$ cat config.mk
export PLATFORM = sky130hd
export DESIGN_NAME = ahb3lite_irq_capture
export DESIGN_NICKNAME = d
export VERILOG_FILES = /design/src/rtl/ahb3lite_irq_capture.sv
export SDC_FILE = /design/constraint.sdc
export NUM_CORES = 1
export LEC_CHECK = 0
export CAP_MARGIN = 20
export CORE_ASPECT_RATIO = 0.5
export CORE_MARGIN = 8
export CORE_UTILIZATION = 40
export DETAILED_ROUTE_END_ITERATION = 8
export DONT_BUFFER_PORTS = 1
export HOLD_SLACK_MARGIN = 0.08
export SKIP_CTS_REPAIR_TIMING = 1
export SLEW_MARGIN = 25
export SYNTH_ARGS = -nofsm -noshare
export SYNTH_HDL_FRONTEND = slang
export SYNTH_SLANG_ARGS = --single-unit
$ cat constraint.sdc
create_clock -name CLK -period 11.8 [get_ports CLK]
set_input_delay 1.18 -clock CLK [delete_from_list [all_inputs] [get_ports CLK]]
set_output_delay 1.18 -clock CLK [all_outputs]
set_load 0.005 [all_outputs]
$ cat src/rtl/ahb3lite_irq_capture.sv
// AHB3-lite slave collecting IRQ_IN lines into RAW/MODE/ENABLE/PENDING banks with one aggregated IRQ_OUT.
// Define IRQ_CAPTURE_SYNC_EN to add a 2-flop synchronizer on every IRQ_IN bit.
module ahb3lite_irq_capture #(
  parameter int unsigned IRQ_CNT = 64
) (
  input  logic               CLK,
  input  logic               RESET,
  input  logic               HSEL,
  input  logic               HWRITE,
  input  logic               HREADY,
  input  logic [31:0]        HADDR,
  input  logic [1:0]         HTRANS,
  input  logic [2:0]         HSIZE,
  input  logic [2:0]         HBURST,
  input  logic [3:0]         HPROT,
  input  logic [31:0]        HWDATA,
  output logic [31:0]        HRDATA,
  output logic               HRESP,
  output logic               HREADYOUT,
  input  logic [IRQ_CNT-1:0] IRQ_IN,
  output logic               IRQ_OUT
);
  localparam int unsigned NB = IRQ_CNT / 32;
  localparam logic [7:0] NB_B = 8'(NB);

  typedef enum logic [1:0] {IDLE, DATA, ERR1, ERR2} state_t;
  state_t state;

  logic [IRQ_CNT-1:0] raw, sync_d, mode, enable, pend_q;
  logic [IRQ_CNT-1:0] pend_view, rise, clr, mode_n, en_n;
  logic               a_write;
  logic [1:0]         a_group;
  logic [7:0]         a_bank;
  logic               accept, acc_err;
  logic [31:0]        rd_word;
  logic               unused;

  assign unused = ^{HBURST, HPROT, HADDR[31:12], HADDR[1:0], HTRANS[0]};

`ifdef IRQ_CAPTURE_SYNC_EN
  logic [IRQ_CNT-1:0] sync1, sync2;
  always_ff @(posedge CLK or posedge RESET) begin
    if (RESET) begin
      sync1 <= '0;
      sync2 <= '0;
    end else begin
      sync1 <= IRQ_IN;
      sync2 <= sync1;
    end
  end
  assign raw = sync2;
`else
  assign raw = IRQ_IN;
`endif

  assign rise      = raw & ~sync_d;
  // Level lines expose RAW; edge lines expose the latch, so a stale latch stays hidden in level mode.
  assign pend_view = (mode & pend_q) | (~mode & raw);
  assign IRQ_OUT   = |(pend_view & enable);

  assign accept  = HSEL & HREADY & HTRANS[1];
  assign acc_err = (HSIZE != 3'b010) || (HADDR[9:2] >= NB_B) ||
                   (HWRITE && (HADDR[11:10] == 2'd0));

  always_comb begin
    clr    = '0;
    mode_n = mode;
    en_n   = enable;
    if (state == DATA && a_write) begin
      for (int unsigned b = 0; b < NB; b++) begin
        if (a_bank == 8'(b)) begin
          case (a_group)
            2'd1:    mode_n[b*32 +: 32] = HWDATA;
            2'd2:    en_n[b*32 +: 32]   = HWDATA;
            2'd3:    clr[b*32 +: 32]    = HWDATA & mode[b*32 +: 32];
            default: ;
          endcase
        end
      end
    end
  end

  always_comb begin
    rd_word = '0;
    for (int unsigned b = 0; b < NB; b++) begin
      if (a_bank == 8'(b)) begin
        case (a_group)
          2'd0:    rd_word = raw[b*32 +: 32];
          2'd1:    rd_word = mode[b*32 +: 32];
          2'd2:    rd_word = enable[b*32 +: 32];
          default: rd_word = pend_view[b*32 +: 32];
        endcase
      end
    end
  end

  assign HRDATA = (state == DATA && !a_write) ? rd_word : '0;

  // A rise in the same cycle as a W1C re-sets the bit.
  always_ff @(posedge CLK or posedge RESET) begin
    if (RESET) begin
      sync_d <= '0;
      mode   <= '0;
      enable <= '0;
      pend_q <= '0;
    end else begin
      sync_d <= raw;
      mode   <= mode_n;
      enable <= en_n;
      pend_q <= (pend_q & ~clr) | (rise & mode);
    end
  end

  always_ff @(posedge CLK or posedge RESET) begin
    if (RESET) begin
      state     <= IDLE;
      HREADYOUT <= 1'b1;
      HRESP     <= 1'b0;
      a_write   <= 1'b0;
      a_group   <= '0;
      a_bank    <= '0;
    end else if (state == ERR1) begin
      state     <= ERR2;
      HREADYOUT <= 1'b1;
      HRESP     <= 1'b1;
    end else if (accept) begin
      a_write   <= HWRITE;
      a_group   <= HADDR[11:10];
      a_bank    <= HADDR[9:2];
      state     <= acc_err ? ERR1 : DATA;
      HREADYOUT <= ~acc_err;
      HRESP     <= acc_err;
    end else begin
      state     <= IDLE;
      HREADYOUT <= 1'b1;
      HRESP     <= 1'b0;
    end
  end
endmodule

==> results of run 1 <==
[layout make-up]
class,count,share of cell area [%]
Antenna cell,1,0.01657
Clock buffer,41,5.568
Clock inverter,10,0.6877
Inverter,47,1.218
Multi-Input combinational cell,899,43.44
Sequential cell,270,44.80
Tap cell,450,3.728
Timing Repair Buffer,10,0.5468
[synthesized netlist by cell type (all sizes together), types with 5 or more instances]
cell type  number  share of area, %
nand2b         20              0.91
mux2i          46               3.3
a21oi         110               4.0
mux2          203                17
mux4           18               2.9
nand2         139               3.8
buf            33               1.3
a22oi          32               1.7
o21ai          66               2.4
nand4           8              0.36
dfrtp         269                49
clkbuf         29              0.79
nor4            5              0.34
inv            47               1.3
a2bb2oi        16               1.0
nand3b         63               3.4
o22a           15              0.95
a31oi          46               2.1
nor2           97               2.6
[flip-flops by register name, summed over array words and instances, names as in the netlist]
register	cells
HREADYOUT	1
HRESP	1
a_bank	8
a_group	2
a_write	1
enable	64
mode	64
pend_q	64
state	1
sync_d	64
[power by group through the flow]
stage	logic, mW	clock network [mW]	registers (mW)
floorplan	0.492	0	1.03
global placement	0.532	0	1.10
detailed placement	0.543	0	1.10
CTS	0.545	0.927	1.08
global route	0.593	0.969	1.10
finish	0.545	0.910	1.08
[logic make-up after synthesis]
logic type	count (synthesis)
compound gates	285
buf+inv	109
flops	270
mux	267
simple gates	347
[per-stage QoR]
| step | utilization, % | worst slack (ns) | cell area, sq um | instances | total power, mW |
|---|---|---|---|---|---|
| 6_report | 44.19 | 6.764 | 15100 | 1728 | 2.540 |
| 5_1_grt | 44.19 | 6.513 | 15100 | 1727 | 2.657 |
| 4_1_cts | 44.16 | 6.756 | 15090 | 1727 | 2.556 |
| 3_5_place_dp | 41.40 | 7.337 | 14150 | 1676 | 1.644 |
| 3_3_place_gp | 41.40 | 7.406 | 14150 | 1676 | 1.628 |
| 2_1_floorplan | - | 3.183 | 13760 | 1278 | 1.522 |
[routing by layer]
| metal | global-route usage (%) | share of wire, % | up-vias |
|---|---|---|---|
| met2 | 31.75 | 50 | 259 |
| met3 | 3.483 | 5.4 | 63 |
| li1 | - | - | 4584 |
| met4 | 4.596 | 2.2 | 0 |
| met1 | 23.25 | 43 | 5059 |
| met5 | 0 | 0 | - |
[worst reg2reg max path, stage by stage, from the launching register on]
cell	delay, ns
sky130_fd_sc_hd__dfrtp_4	0.82
sky130_fd_sc_hd__buf_4	0.90
sky130_fd_sc_hd__and3b_1	0.36
sky130_fd_sc_hd__nand2_1	0.47
sky130_fd_sc_hd__buf_4	0.51
sky130_fd_sc_hd__mux2_2	0.34
[worst paths after layout]
| check | cells after the start | endpoint | slack (ns) | from |
|---|---|---|---|---|
| setup reg to reg | 5 | mode[3] | 8.30 | a_group[0] |
| setup / recovery | 7 | HRDATA[25] | 6.76 | a_group[1] |
| min in group asynchronous | 1 | pend_q[60] | 0.59 | RESET |
| hold reg to reg | 1 | pend_q[63] | 0.43 | sync_d[63] |
| max in group asynchronous | 3 | pend_q[47] | 9.35 | RESET |
| hold / removal | 1 | pend_q[63] | 0.43 | sync_d[63] |
==> impl_results.md, run 1 <==
* Chain of cells forming the critical path: buf_4 > buf_4 > a21oi_1 > a31oi_1 > a21oi_1 > o22a_1 > nor2_1
* Synth Area in Compound Gates at 12.21%
* Clock latency on the worst-skew pair at 0.54 ns
* Part of the total power dissipated in the clock network at 35.8%
* Aggregate negative setup slack at 0 ns
* Area growth from synthesis to layout at 9.717%
* Worst vdd ir at 0.0001070 V
* Via count of the first global-routing pass at 9803
* Hold Vio Cnt, Final at 0
* Global-route wire length before repair at 59280 microns
* Standby leakage power at 6.344 nW
* Cell count after synthesis at 1278
* Row Count at 48
* Max_slew headroom at 29.03%
* Ys Warns at 0
* Avg WL per Cell at 22.34 microns
* Drt first pass iters at 5
* Count of boundary I/O pins at 180
* Effective utilization at floorplan at 40.28%
* Initial drt markers at 820
* Power density over the cells at 168.2 mW/mm^2
* Number of synthesized flops with an enable pin at 0
* Post-synthesis simple-gate area fraction at 12.41%
* Number of routed nets with antenna violations at 0
* DP Wirelength at 25110 microns
* Crit path required time at 10.62 ns
* Core Area at 0.03417 sq mm
* Clock Tree Root: sky130_fd_sc_hd__clkbuf_16
* Hold slack final at 0.4304 ns
* Full die area at 0.04096 sq mm
* F_max at 198.6 MHz
* Crit start category: flip-flop
* Combined buffer and inverter count along the critical path at 2
* DRC violation count after routing at 0
* Post-layout nets at 1401
* Highest cell delay on the worst timing path at 0.78 ns
* TritonCTS clock tree: yes
* Inserted Clock Buffers at 28
* Period Utilization, post-route at 42.68%
* Largest net degree at the start of global routing at 117
* Total track usage at 18.24%
* Number of H-tree levels at 1
* Proportion of power drawn by combinational gates at 21.4%
* Proportion of total power due to net switching at 30.56%
* Max-cap viol count at 0
* Post-synthesis async set-or-reset flop share at 100.0%
* Multi-input gate area at 0.006560 sq mm
* Multiplexer fraction of the synthesized cell area at 22.90%
* Reported net switching power at 0.7761 mW
* Number of antenna violations at the first check in global routing at 0
* Post-DR vias/cell at 5.767
* Post-Synth XOR/XNOR Area at 0%
* Share of post-route cells with drive strength above 1 at 22.32%
* Setup Crit Path Kind: flip-flop to output pin
* Routability congestion estimate at 0.8018
* Post-synthesis sequential area ratio at 49.10%
* Clock-pin transition on the worst setup and hold timing paths at 0.06 ns
* Post-route minimum period at 5.036 ns
* Cell with the largest stage delay on the worst path: sky130_fd_sc_hd__dfrtp_4
* Power share of the sequential group at 42.7%
* Syn_area_per_cell at 10.77 sq um
* Post-synth design cell area at 0.01376 sq mm
* Clk sinks at 270
* Via Count at 9965
* Overall routed net length at 38600 microns
* Maximum buffer depth of the clock tree at 3
* Path category of the worst min-delay check: flip-flop to flip-flop
* Adder-cell area share of the yosys netlist at 0%
* Count of filler cells inserted in the layout at 3132
* Synth Register Bits at 270
* I/O Buffers at 0
* Pins Over Slew Limit at 0
* Die Width at 278.3 microns
* Net count of the mapped netlist at 1423
* Sequential cell area at 0.006765 sq mm
* Number of failing setup endpoints in the final timing report at 0
* Most frequent cells in the layout: sky130_fd_sc_hd__dfrtp_1, sky130_fd_sc_hd__mux2_2, sky130_fd_sc_hd__nand2_1
* Status: finished, final reports clean
* Kind of cell adding the most delay to the critical path: buffers and inverters
* Type of destination of the critical path: output pin
* Most common cell after layout, fill and taps aside: sky130_fd_sc_hd__dfrtp_1
* Setup repair after global routing missed its margin: no
* Combinational family with the most area after synthesis: multiplexers
* Slew @ Worst Pin at 1.065 ns
* Remaining global-route overflow at 0
* Internal power consumption at 1.764 mW
* Synth cell types at 37
* Crit Path Max Fanout at 66
* Setup skew after layout at 0.009495 ns
* Height of the die at 147.2 microns
* Predominant post-synthesis flop cell: sky130_fd_sc_hd__dfrtp_1
* Arr. time, crit path at 3.86 ns
Note: power is estimated with default switching activity, not from simulation.
==> inputs of run 2 (changes only) <==
==> constraint.sdc (replaced) <==
create_clock -name CLK -period 5.3 [get_ports CLK]
set_input_delay 0.53 -clock CLK [delete_from_list [all_inputs] [get_ports CLK]]
set_output_delay 0.53 -clock CLK [all_outputs]
set_load 0.005 [all_outputs]
==> run 2 against run 1 <==
Effect of this change: sequential cell count stayed put; sequential share of layout area fell by 1.8 points; final cell count is 3.9% higher; final area grew 4.1%; clock skew is 0.0060 ns higher; register-to-register slack lost 6.2 ns; via count rose by 3.6%; first-iteration DRC count up 5.0%; global-route usage down 0.29 points; worst setup slack worse by 5.1 ns; largest power group unchanged; highest routed layer unchanged.
==> impl_results.md, run 2 (synthesized netlist as in run 1, its figures left out) <==
* Clock Tree Root: sky130_fd_sc_hd__clkbuf_16
* Avg WL per Cell at 22.14 microns (-0.88%)
* Crit start category: flip-flop
* Routability congestion estimate at 0.8192 (+2.2%)
* Cell area after placement at 0.01417 sq mm (+0.16%)
* Inserted Clock Buffers at 27 (-3.6%)
* Global-route wire length before repair at 58440 microns (-1.4%)
* Drt first pass iters at 5 (unchanged)
* Number of routed nets with antenna violations at 0 (unchanged)
* Clock latency on the worst-skew pair at 0.55 ns (about the same)
* F_max at 273.2 MHz
* Reported net switching power at 1.714 mW (+120%)
* Highest cell delay on the worst timing path at 0.77 ns (about the same)
* Part of the total power dissipated in the clock network at 34.6% (-1.2 points)
* Clock-pin transition on the worst setup and hold timing paths at 0.06 ns (about the same)
* Post-route design area at 0.01572 sq mm (+4.1%)
* Core Area at 0.03417 sq mm (unchanged)
* Max-cap viol count at 0 (unchanged)
* Number of failing setup endpoints in the final timing report at 0 (unchanged)
* Count of boundary I/O pins at 180 (unchanged)
* Status: finished, final reports clean
* Number of antenna violations at the first check in global routing at 0 (unchanged)
* Largest net degree at the start of global routing at 104 (-11%)
* Overall routed net length at 39740 microns (+3.0%)
* Post-route minimum period at 3.661 ns
* Area growth from synthesis to layout at 14.20%
* Aggregate negative setup slack at 0 ns (unchanged)
* Share of post-route cells with drive strength above 1 at 21.12% (-1.2 points)
* Power share of the sequential group at 43.6% (+0.9 points)
* Proportion of total power due to net switching at 30.58% (about the same)
* Path category of the worst min-delay check: input port to flip-flop
* Most frequent cells in the layout: sky130_fd_sc_hd__dfrtp_1, sky130_fd_sc_hd__mux2_2, sky130_fd_sc_hd__nand2_1
* Post-layout nets at 1469 (+4.9%)
* Full die area at 0.04096 sq mm (unchanged)
* DRC violation count after routing at 0 (unchanged)
* Maximum buffer depth of the clock tree at 3 (unchanged)
* Die Width at 278.3 microns (unchanged)
* Post-DR vias/cell at 5.749 (-0.31%)
* Pins Over Slew Limit at 0 (unchanged)
* TritonCTS clock tree: yes
* Worst vdd ir at 0.0001959 V (+83%)
* Proportion of power drawn by combinational gates at 21.9% (+0.5 points)
* Cell with the largest stage delay on the worst path: sky130_fd_sc_hd__buf_4
* Kind of cell adding the most delay to the critical path: buffers and inverters
* Via count of the first global-routing pass at 9768 (-0.36%)
* Row Count at 48 (unchanged)
* Standby leakage power at 6.581 nW (+3.7%)
* Arr. time, crit path at 3.13 ns (-0.73 ns)
* Crit Path Max Fanout at 65 (-1.5%)
* Setup repair after global routing missed its margin: no
* Slew @ Worst Pin at 1.052 ns (-0.01256 ns)
* DP Wirelength at 25410 microns (+1.2%)
* Height of the die at 147.2 microns (unchanged)
* Total track usage at 17.95% (-0.29 points)
* I/O Buffers at 0 (unchanged)
* Remaining global-route overflow at 0 (unchanged)
* Setup Crit Path Kind: flip-flop to output pin
* Initial drt markers at 861 (+5.0%)
* Number of H-tree levels at 1 (unchanged)
* Setup skew after layout at 0.01551 ns (+0.006011 ns)
* Clk sinks at 270 (unchanged)
* Crit path required time at 4.77 ns (-5.85 ns)
* Period Utilization, post-route at 69.07%
* Hold Vio Cnt, Final at 0 (unchanged)
* Most common cell after layout, fill and taps aside: sky130_fd_sc_hd__dfrtp_1
* Total placed cells including tap cells at 1679 (+0.18%)
* Internal power consumption at 3.890 mW (+120%)
* Antenna diodes at 0 (-1)
* Chain of cells forming the critical path: buf_4 > mux4_2 > a2bb2oi_1 > nor2_1
* Effective utilization at floorplan at 40.28% (unchanged)
* Power density over the cells at 356.5 mW/mm^2 (+110%)
* Count of non-filler cells in the finished layout at 1795 (+3.9%)
* Max_slew headroom at 29.87% (+0.84 points)
* Via Count at 10319 (+3.6%)
* Type of destination of the critical path: output pin
* Combined buffer and inverter count along the critical path at 1 (-1)
run 2: cell count changes in the layout (fill, tap and decap cells not counted), sizes merged:
cell / previous run / this run
diode: 1 / 0
clkbuf: 41 / 43
clkinvlp: 0 / 1
buf: 10 / 14
clkinv: 7 / 4
dlygate4sd3: 0 / 65
inv: 48 / 47
run 2: per-layer routing:
metal	vias to the layer above	wire (microns)	global-route usage [%]
li1	4704	-	-
met1	5246	16810	23.27
met2	300	19970	30.97
met3	69	2186	3.499
met4	0	782	3.999
met5	-	0	0
run 2: power by group through the flow:
stage | clock, mW | combinational [mW] | sequential, mW
global route | 2.06 | 1.32 | 2.47
CTS | 1.97 | 1.18 | 2.44
finish | 1.94 | 1.23 | 2.44
detailed placement | 0 | 1.17 | 2.48
global placement | 0 | 1.15 | 2.47
floorplan | 0 | 1.10 | 2.29
run 2: cell type report:
type,count,area [sq um]
Multi-Input combinational cell,899,6554
Tap cell,450,563.0
Clock buffer,43,795.8
Inverter,47,180.2
Sequential cell,270,6765
Fill cell,3055,18450
Timing Repair Buffer,79,772.0
Clock inverter,7,88.84
run 2: per-stage QoR:
| stage | power [mW] | setup slack [ns] | utilization [%] | hold slack (ns) |
|---|---|---|---|---|
| 4_1_cts | 5.594 | 1.602 | 44.05 | -0.2370 |
| 3_5_place_dp | 3.653 | 2.140 | 41.47 | 0.3465 |
| 6_report | 5.603 | 1.639 | 46.00 | 0.1174 |
| 2_1_floorplan | 3.390 | 1.203 | - | 0.4103 |
| 3_3_place_gp | 3.624 | 2.160 | 41.47 | 0.3484 |
| 5_1_grt | 5.849 | 1.515 | 46.00 | 0.1053 |
run 2: worst paths after layout:
check	startpoint	to	slack [ns]	cells past startpoint
worst max-delay path	a_group[1]	HRDATA[9]	1.64	4
worst min-delay path	IRQ_IN[43]	pend_q[43]	0.12	2
worst max register to register	a_group[1]	pend_q[32]	2.13	5
worst min register to register	sync_d[63]	pend_q[63]	0.45	1
max in group asynchronous	RESET	a_group[0]	3.83	3
min in group asynchronous	RESET	enable[28]	0.40	2
run 2: worst reg2reg max path, delay by kind of cell (launching register included):
| family | cells | cell delay [ns] |
|---|---|---|
| buffers and inverters | 1 | 0.78 |
| AOI/OAI and AO/OA | 1 | 0.45 |
| and+or+nand+nor | 3 | 1.07 |
| DFF | 1 | 0.75 |
